$ cat config.mk
export PLATFORM = sky130hd
export DESIGN_NAME = ex_stage
export DESIGN_NICKNAME = d
export VERILOG_FILES = /design/src/rtl/riscv_pkg.sv /design/src/rtl/alu_core.sv /design/src/rtl/ex_stage.sv
export SDC_FILE = /design/constraint.sdc
export NUM_CORES = 1
export LEC_CHECK = 0
export CAP_MARGIN = 20
export CORE_MARGIN = 2
export CORE_UTILIZATION = 30
export DETAILED_ROUTE_END_ITERATION = 7
export GPL_ROUTABILITY_DRIVEN = 0
export PLACE_DENSITY = 0.51
export SLEW_MARGIN = 15
export SYNTH_ARGS = -nofsm -noshare
export SYNTH_HDL_FRONTEND = slang
export SYNTH_HIERARCHICAL = 1
export SYNTH_SLANG_ARGS = --single-unit
$ cat constraint.sdc
create_clock -name clk -period 5.8 [get_ports clk]
set_input_delay 1.16 -clock clk [delete_from_list [all_inputs] [get_ports clk]]
set_output_delay 1.16 -clock clk [all_outputs]
set_load 0.02 [all_outputs]
$ cat src/rtl/riscv_pkg.sv
// riscv_pkg: shared ALU op codes and default widths for the execute stage
package riscv_pkg;
   localparam int DEF_XLEN   = 32;
   localparam int DEF_REG_AW = 5;
   typedef enum logic [3:0] {
      ALU_ADD  = 4'd0,
      ALU_SUB  = 4'd1,
      ALU_AND  = 4'd2,
      ALU_OR   = 4'd3,
      ALU_XOR  = 4'd4,
      ALU_SLL  = 4'd5,
      ALU_SRL  = 4'd6,
      ALU_SRA  = 4'd7,
      ALU_SLT  = 4'd8,
      ALU_SLTU = 4'd9
   } alu_op_e;
endpackage

$ cat src/rtl/alu_core.sv
// alu_core: combinational ALU; undefined codes give result 0 and flag illegal
module alu_core
   import riscv_pkg::*;
#(
   parameter int XLEN = DEF_XLEN
) (
   input  logic [3:0]      alu_ctrl,
   input  logic [XLEN-1:0] op_a,
   input  logic [XLEN-1:0] op_b,
   output logic [XLEN-1:0] result,
   output logic            zero,
   output logic            illegal
);
   localparam int SW = $clog2(XLEN);
   logic [SW-1:0] shamt;
   assign shamt = op_b[SW-1:0];
   always_comb begin
      result  = '0;
      illegal = 1'b0;
      case (alu_ctrl)
         ALU_ADD:  result = op_a + op_b;
         ALU_SUB:  result = op_a - op_b;
         ALU_AND:  result = op_a & op_b;
         ALU_OR:   result = op_a | op_b;
         ALU_XOR:  result = op_a ^ op_b;
         ALU_SLL:  result = op_a << shamt;
         ALU_SRL:  result = op_a >> shamt;
         ALU_SRA:  result = $signed(op_a) >>> shamt;
         ALU_SLT:  result = {{(XLEN-1){1'b0}}, $signed(op_a) < $signed(op_b)};
         ALU_SLTU: result = {{(XLEN-1){1'b0}}, op_a < op_b};
         default:  illegal = 1'b1;
      endcase
   end
   assign zero = (result == '0);
endmodule

$ cat src/rtl/ex_stage.sv
// ex_stage: execute stage computing ALU result and branch decision into the
// EX/MEM register; flush beats stall beats load
module ex_stage
   import riscv_pkg::*;
#(
   parameter int XLEN   = DEF_XLEN,
   parameter int REG_AW = DEF_REG_AW
) (
   input  logic              clk,
   input  logic              rst,
   input  logic              in_valid,
   input  logic [3:0]        alu_ctrl,
   input  logic [XLEN-1:0]   op_a,
   input  logic [XLEN-1:0]   op_b,
   input  logic [XLEN-1:0]   store_data,
   input  logic [REG_AW-1:0] rd,
   input  logic              reg_write,
   input  logic              mem_read,
   input  logic              mem_write,
   input  logic              is_branch,
   input  logic [XLEN-1:0]   branch_target,
   input  logic              stall,
   input  logic              flush,
   output logic              out_valid,
   output logic [XLEN-1:0]   alu_result,
   output logic              zero,
   output logic [XLEN-1:0]   out_store_data,
   output logic [REG_AW-1:0] out_rd,
   output logic              out_reg_write,
   output logic              out_mem_read,
   output logic              out_mem_write,
   output logic              branch_taken,
   output logic [XLEN-1:0]   out_branch_target,
   output logic              illegal_op
);
   typedef struct packed {
      logic              valid;
      logic [XLEN-1:0]   result;
      logic              zero;
      logic [XLEN-1:0]   store_data;
      logic [REG_AW-1:0] rd;
      logic              reg_write;
      logic              mem_read;
      logic              mem_write;
      logic              taken;
      logic [XLEN-1:0]   target;
      logic              illegal;
   } ex_mem_t;

   ex_mem_t         ex_mem_q, ex_mem_d;
   logic [XLEN-1:0] alu_res;
   logic            alu_zero, alu_illegal, side_ok;

   alu_core #(.XLEN(XLEN)) u_alu (
      .alu_ctrl (alu_ctrl),
      .op_a     (op_a),
      .op_b     (op_b),
      .result   (alu_res),
      .zero     (alu_zero),
      .illegal  (alu_illegal)
   );

   // undefined ops still propagate but must not write anything or redirect
   assign side_ok = in_valid & ~alu_illegal;

   always_comb begin
      ex_mem_d = ex_mem_q;
      if (flush) begin
         ex_mem_d.valid     = 1'b0;
         ex_mem_d.reg_write = 1'b0;
         ex_mem_d.mem_read  = 1'b0;
         ex_mem_d.mem_write = 1'b0;
         ex_mem_d.taken     = 1'b0;
         ex_mem_d.illegal   = 1'b0;
      end else if (!stall) begin
         ex_mem_d.valid      = in_valid;
         ex_mem_d.result     = alu_res;
         ex_mem_d.zero       = alu_zero;
         ex_mem_d.store_data = store_data;
         ex_mem_d.rd         = rd;
         ex_mem_d.reg_write  = side_ok & reg_write;
         ex_mem_d.mem_read   = side_ok & mem_read;
         ex_mem_d.mem_write  = side_ok & mem_write;
         ex_mem_d.taken      = side_ok & is_branch & alu_zero;
         ex_mem_d.target     = branch_target;
         ex_mem_d.illegal    = in_valid & alu_illegal;
      end
   end

   always_ff @(posedge clk or posedge rst) begin
      if (rst) ex_mem_q <= '0;
      else     ex_mem_q <= ex_mem_d;
   end

   assign out_valid         = ex_mem_q.valid;
   assign alu_result        = ex_mem_q.result;
   assign zero              = ex_mem_q.zero;
   assign out_store_data    = ex_mem_q.store_data;
   assign out_rd            = ex_mem_q.rd;
   assign out_reg_write     = ex_mem_q.reg_write;
   assign out_mem_read      = ex_mem_q.mem_read;
   assign out_mem_write     = ex_mem_q.mem_write;
   assign branch_taken      = ex_mem_q.taken;
   assign out_branch_target = ex_mem_q.target;
   assign illegal_op        = ex_mem_q.illegal;
endmodule

==> summary.md, run 1 <==
| Metric | Value |
|---|---|
| Outcome | finished, final reports clean |
| Cell-internal power | 2026 uW |
| Gr usage total | 0.2570 |
| Async S/R FF share, synth | 1.000 |
| Max-slew headroom | 0.3114 |
| Longest Clk Path Bufs | 2 |
| Reg power frac | 0.277 |
| First-pass GRT wire length | 95230 um |
| Antenna diodes | 0 |
| Initial Util | 0.3030 |
| Largest net degree at the start of global routing | 73 |
| Routed via count | 15528 |
| Post-Place Cell Area | between 15000 and 20000 um^2 |
| Setup repair bufs after CTS | 0 |
| Crit Path Class | in -> reg |
| Post-synth top flop | dfrtp_1 |
| Syn_nets | between 1500 and 2000 |
| RSZ-0062 raised after global routing | false |
| Vias in the first global route | approximately 15000 |
| Final HPWL DP | approximately 52000 um |
| Antenna violations before repair | 1 |
| Root Buffer | clkbuf_16 |
| H-tree depth | 3 |
| # port buffers | ~250 |
| Post-CTS Hold Buffers | 0 |
| Post-DRT Antenna Nets | 0 |
| CP max FO | 8 |
| Final Max Slew Viols | 0 |
| Pwr Density | 186.2 nW/um^2 |
| Clock share of power | 0.173 |
| Max VDD drop | between 0.1 and 0.15 mV |
| Cells after synthesis | ~1700 |
| Area leader, netlist | dfrtp_1 |
| PostCTS Resize Cnt | 0 |
| Syn-to-layout area delta | 30.25% |
| Max_cap viols | 0 |
| Synthesized area per cell | ~8.4 um^2 |
| Startpoint types | input pin |
| Clock-pin slew on the worst setup and hold paths | about 80 ps |
| Layout Skew | 0 ps |
| Row count | approximately 80 |
| Die width | between 200 and 250 um |
| CTS buffer count | 9 |
| GR Overflow Total | 0 |
| Nets | between 2000 and 2500 |
| EDFF count, synth | 0 |
| Yosys reg bits | approximately 110 |
| Final setup fails | 0 |
| Final period util | 0.9730 |
| Switching Fraction | 0.4050 |
| Final hold vios | 0 |
| CP arrival | approximately 5900 ps |
| Static leakage | 0.007744 uW |
| I/O Pins | between 200 and 300 |
| Register area share after synthesis | 0.1924 |
| Min-delay worst type | reg -> reg |
| Worst skew pair latency | approximately 340 ps |
| Yosys warning count | 6 |
| Most common cell in the synthesized netlist | nand2_1 |
| Post-route core utilization | 0.3946 |
| Vias per inst | ~6.0 |
| Post-synth top area share | 0.1924 |
| Cell area after layout | roughly 18000 um^2 |
| Synthesized area | 14040 um^2 |
| CTS tree | done |
| Share of cells above drive strength 1 | 0.1914 |
| Switching power | 1379 uW |
| Die H | 220.4 um |
| CP required | ~6100 ps |
| DR pass1 iterations | 7 |
| Max Clock Freq | ~0.18 GHz |
| DR WL/cell | approximately 25 um |
| Fill count | 4757 |
| Starting DRT DRC Count | 2004 |
| Synth unique cells | 90 |
| Logic gate share of total power | 0.550 |
| Worst Tran Pin Value | between 1000 and 1500 ps |
| Min Tclk post-route | 5643 ps |
| Top cells by area, synth | dfrtp_1, ha_1, mux2_4 |
| Top post-synthesis cells by count | nand2_1, nor2_1, a21oi_1, dfrtp_1 |
| Clock Sinks | ~110 |
| Die area | a little under 50000 um^2 |
| Core Box Area | 46360 um^2 |
| Crit. End Element | flop |
| Total wire length | approximately 64000 um |
| Residual DRC | 0 |
## layer usage
| layer | GRT usage | part of all wire | up-vias |
|---|---|---|---|
| met5 | 0 | 0.00023 | - |
| met4 | 0.09441 | 0.042 | 2 |
| met3 | 0.04522 | 0.10 | 167 |
| met2 | 0.3992 | 0.43 | 986 |
| met1 | 0.3557 | 0.42 | 7493 |
| li1 | - | - | 6880 |
## through the flow
step / total power (uW) / TNS, ps / hold WS [ps] / setup slack, ps / cells
after floorplan: 1962 / 0 / 614.2 / 216.6 / 1664
after global routing: 3585 / 0 / 515.8 / 2.677 / 2571
final: 3406 / 0 / 509.0 / 156.8 / 2571
after global placement: 2784 / -328.7 / 488.7 / -169.6 / 2556
after detailed placement: 2794 / -255.6 / 494.4 / -136.1 / 2556
after CTS: 3400 / 0 / 510.8 / 233.9 / 2571
## worst max-delay path: stages
cell and delay, ps:
clkdlybuf4s50_1 540, buf_4 230, mux4_2 470, nand2_1 80, o21ai_0 310, a221o_1 400
a2111oi_0 830, buf_4 260, nand3b_1 80, or4_1 550, nor4_1 240, buf_4 170
nand4bb_1 110, nor4_2 290, a41o_1 200
## kinds of logic after synthesis
group                      Yosys count  share of synthesized area
xor gates and xnor gates            14                   0.008731
buffers and inverters              229                    0.07198
and+or+nand+nor                    499                     0.1738
muxes                              214                     0.2155
DFF                                108                     0.1924
adders and majority gates          100                    0.09016
AOI/OAI and AO/OA                  500                     0.2474
## power groups by stage
stage	Combinational (uW)	Sequential, uW	Clock (uW)
2_1_floorplan	857	1100	0
3_3_place_gp	1830	954	0
3_5_place_dp	1830	960	0
4_1_cts	1840	946	612
5_1_grt	1970	961	651
6_report	1870	944	588
## final timing paths
kind,from,slack [ps],cells past startpoint,end
setup reg to reg,branch_taken$_DFFE_PP0P_,4920,2,branch_taken$_DFFE_PP0P_
setup / recovery,op_a[8],160,15,branch_taken$_DFFE_PP0P_
hold reg to reg,out_store_data[30]$_DFFE_PP0P_,510,1,out_store_data[30]$_DFFE_PP0P_
min in group asynchronous,rst,1340,2,out_branch_target[25]$_DFFE_PP0P_
hold / removal,out_store_data[30]$_DFFE_PP0P_,510,1,out_store_data[30]$_DFFE_PP0P_
max in group asynchronous,rst,3360,3,out_rd[4]$_DFFE_PP0P_
## sequential cells by signal (all words and copies together) (netlist names), 5 cells and up
name and count:
out_rd 5, out_store_data 32, out_branch_target 32, alu_result 32
## placed cells by master (no fill, tap or decap), types with 31 or more instances in the layout
| cell type | instances |
|---|---|
| mux2_4 | 70 |
| nor2_1 | 145 |
| mux4_2 | 36 |
| buf_4 | 154 |
| inv_1 | 97 |
| mux2_2 | 53 |
| clkdlybuf4s50_1 | 249 |
| dfrtp_1 | 108 |
| nand2_1 | 149 |
| o22ai_1 | 49 |
| o211ai_1 | 33 |
| ha_1 | 98 |
| nor3_1 | 31 |
| a21oi_1 | 116 |
| mux2i_1 | 53 |
| o21ai_0 | 61 |
## final cells by class
| type | count | area (um^2) | share of cell area |
|---|---|---|---|
| multi-input combinational | 1327 | 10370 | 0.5667 |
| timing repair buffer | 413 | 3804 | 0.2079 |
| sequential | 108 | 2703 | 0.1477 |
| tap | 607 | 759.5 | 0.04152 |
| inverter | 101 | 381.6 | 0.02086 |
| clock buffer | 9 | 225.2 | 0.01231 |
| clock inverter | 6 | 55.05 | 0.003009 |
Power figures use the tool's default switching activity.
==> inputs of run 2 (changes only) <==
DONT_BUFFER_PORTS = 1   (was not set)
PLACE_DENSITY = 0.44   (was 0.51)
==> summary.md, run 2 (synthesized netlist as in run 1, its figures left out) <==
| Metric | Value |
|---|---|
| Antenna violations before repair | 2 (was 1) |
| Clock Sinks | 108 (unchanged) |
| Setup repair bufs after CTS | 0 (unchanged) |
| Crit Path Class | in -> reg (unchanged) |
| CP max FO | 57 (was 8) |
| Max Clock Freq | 0.1866 GHz (was 0.1772 GHz) |
| Layout Skew | 0 ps (unchanged) |
| CP arrival | 5640 ps (was 5940 ps) |
| Max VDD drop | 0.2432 mV (was 0.1320 mV) |
| RSZ-0062 raised after global routing | false (unchanged) |
| Met3 routed wirelength | 6624 um (was 6451 um) |
| DR pass1 iterations | 7 (unchanged) |
| Setup TNS | 0 ps (unchanged) |
| Syn-to-layout area delta | 6.022% (was 30.25%) |
| PostCTS Resize Cnt | 0 (unchanged) |
| Final period util | 0.9240 (was 0.9730) |
| Min Tclk post-route | 5359 ps (was 5643 ps) |
| Min-delay worst type | reg -> reg (unchanged) |
| Largest net degree at the start of global routing | 87 (was 73) |
| CP required | 6090 ps (about the same) |
| Crit. End Element | flop (unchanged) |
| Cells after DPL | 2192 (was 2556) |
| Final HPWL DP | 49620 um (was 51640 um) |
| Longest Clk Path Bufs | 2 (unchanged) |
| Share of cells above drive strength 1 | 0.1618 (was 0.1914) |
| M1 WL | 26240 um (was 27200 um) |
| Nets | 1842 (was 2206) |
| Clock-pin slew on the worst setup and hold paths | 70 ps (was 80 ps) |
| Commonest non-fill, non-tap cell in the layout | nand2_1 (was clkdlybuf4s50_1) |
| Vias per inst | 6.322 (was 6.040) |
| Met2 WL post-DR | 28160 um (was 27900 um) |
| Initial Util | 0.3030 (unchanged) |
| Worst Tran Pin Value | 1051 ps (was 1029 ps) |
| Pwr Density | 195.4 nW/um^2 (was 186.2 nW/um^2) |
| Starting DRT DRC Count | 1643 (was 2004) |
| Routed via count | 13966 (was 15528) |
| Residual DRC | 0 (unchanged) |
| Die width | 220.4 um (unchanged) |
| Highest metal used | met4 (was met5) |
| Worst skew pair latency | 340 ps (about the same) |
| Post-CTS Hold Buffers | 0 (unchanged) |
| Final std cells w/o fill | 2209 (was 2571) |
| Static leakage | 0.006214 uW (was 0.007744 uW) |
| DR WL/cell | 28.75 um (was 24.99 um) |
| GR Overflow Total | 0 (unchanged) |
| Total wire length | 63520 um (was 64260 um) |
| Final setup fails | 0 (unchanged) |
| Final hold vios | 0 (unchanged) |
| Max_cap viols | 0 (unchanged) |
| Root Buffer | clkbuf_16 (unchanged) |
| Post-DRT Antenna Nets | 0 (unchanged) |
| # port buffers | 0 (was 253) |
| Vias in the first global route | 13133 (was 14771) |
| Die H | 220.4 um (unchanged) |
| Row count | 79 (unchanged) |
| Outcome | finished, final reports clean (unchanged) |
| CTS tree | done (unchanged) |
| Startpoint types | input pin (unchanged) |
| Most frequent cells in the layout | nand2_1, nor2_1, a21oi_1 (was clkdlybuf4s50_1, buf_4, nand2_1) |
| Final Max Slew Viols | 0 (unchanged) |
| Max-slew headroom | 0.2917 (was 0.3114) |
| Die area | 48560 um^2 (unchanged) |
| Gr usage total | 0.2504 (was 0.2570) |
| H-tree depth | 3 (unchanged) |
| First-pass GRT wire length | 90910 um (was 95230 um) |
| Core Box Area | 46360 um^2 (unchanged) |
| I/O Pins | 254 (unchanged) |
| CTS buffer count | 9 (unchanged) |
| Post-route core utilization | 0.3212 (was 0.3946) |
==> run 2: cell count changes in the layout (fill, tap and decap cells not counted) <==
cell / change
buf_4: -106
buf_2: -3
inv_6: -2
clkbuf_1: +2
clkdlybuf4s50_1: -249
buf_12: -6
a211oi_2: -1
inv_8: +1
a211oi_1: +1
bufinv_16: +1
clkinv_4: -1
diode_2: +1
==> run 2: per-stage QoR <==
stage / worst slack (ps) / hold WS (ps) / instance area (um^2) / total power, uW
after floorplan: 216.6 / 614.2 / 14050 / 1962
after global placement: 338.4 / 628.0 / 14590 / 2278
after detailed placement: 243.2 / 632.9 / 14590 / 2277
after CTS: 628.1 / 644.6 / 14890 / 2914
after global routing: 187.6 / 655.2 / 14890 / 3057
final: 440.6 / 644.7 / 14890 / 2910
==> run 2: final timing paths <==
path | slack [ps] | start | to | cells after the start
max in group asynchronous | 3830 | rst | out_branch_target[0]$_DFFE_PP0P_ | 2
min reg2reg | 640 | illegal_op$_DFFE_PP0P_ | illegal_op$_DFFE_PP0P_ | 2
min in group asynchronous | 750 | rst | alu_result[21]$_DFFE_PP0P_ | 1
max | 440 | op_b[1] | branch_taken$_DFFE_PP0P_ | 15
min | 640 | illegal_op$_DFFE_PP0P_ | illegal_op$_DFFE_PP0P_ | 2
max reg2reg | 4820 | branch_taken$_DFFE_PP0P_ | branch_taken$_DFFE_PP0P_ | 2
==> run 2: worst max-delay path, stage by stage <==
cell,delay (ps)
clkinv_1,160
ha_1,370
nor2_1,170
o311ai_0,150
buf_4,180
a211oi_1,600
nor4b_1,460
or4b_2,300
a211oi_1,140
o31ai_1,570
a2111oi_0,240
a211o_1,360
nand4bb_1,260
nor4_2,310
a41o_1,210
==> run 2: layout make-up <==
| cell class | instances | area (um^2) |
|---|---|---|
| Antenna cell | 1 | 2.502 |
| Clock buffer | 11 | 232.7 |
| Clock inverter | 5 | 70.07 |
| Fill cell | 4894 | 31470 |
| Inverter | 101 | 381.6 |
| Multi-Input combinational cell | 1327 | 10360 |
| Sequential cell | 108 | 2703 |
| Tap cell | 607 | 759.5 |
| Timing Repair Buffer | 49 | 380.4 |
==> run 2: power breakdown <==
group          internal, uW  total (uW)  switching (uW)
Clock                   343         621             278
Combinational           498        1150             652
Sequential              874        1140             265
==> run 2: metal layers <==
layer	up-vias	track usage
li1	6159	-
met1	6846	0.3354
met2	823	0.3945
met3	138	0.05402
met4	0	0.09239
met5	-	0
==> inputs of run 3 (changes only) <==
SLEW_MARGIN = not set   (was 15)
==> results of run 3 <==
Final layout, timing and power as in run 2 (identical DEF).
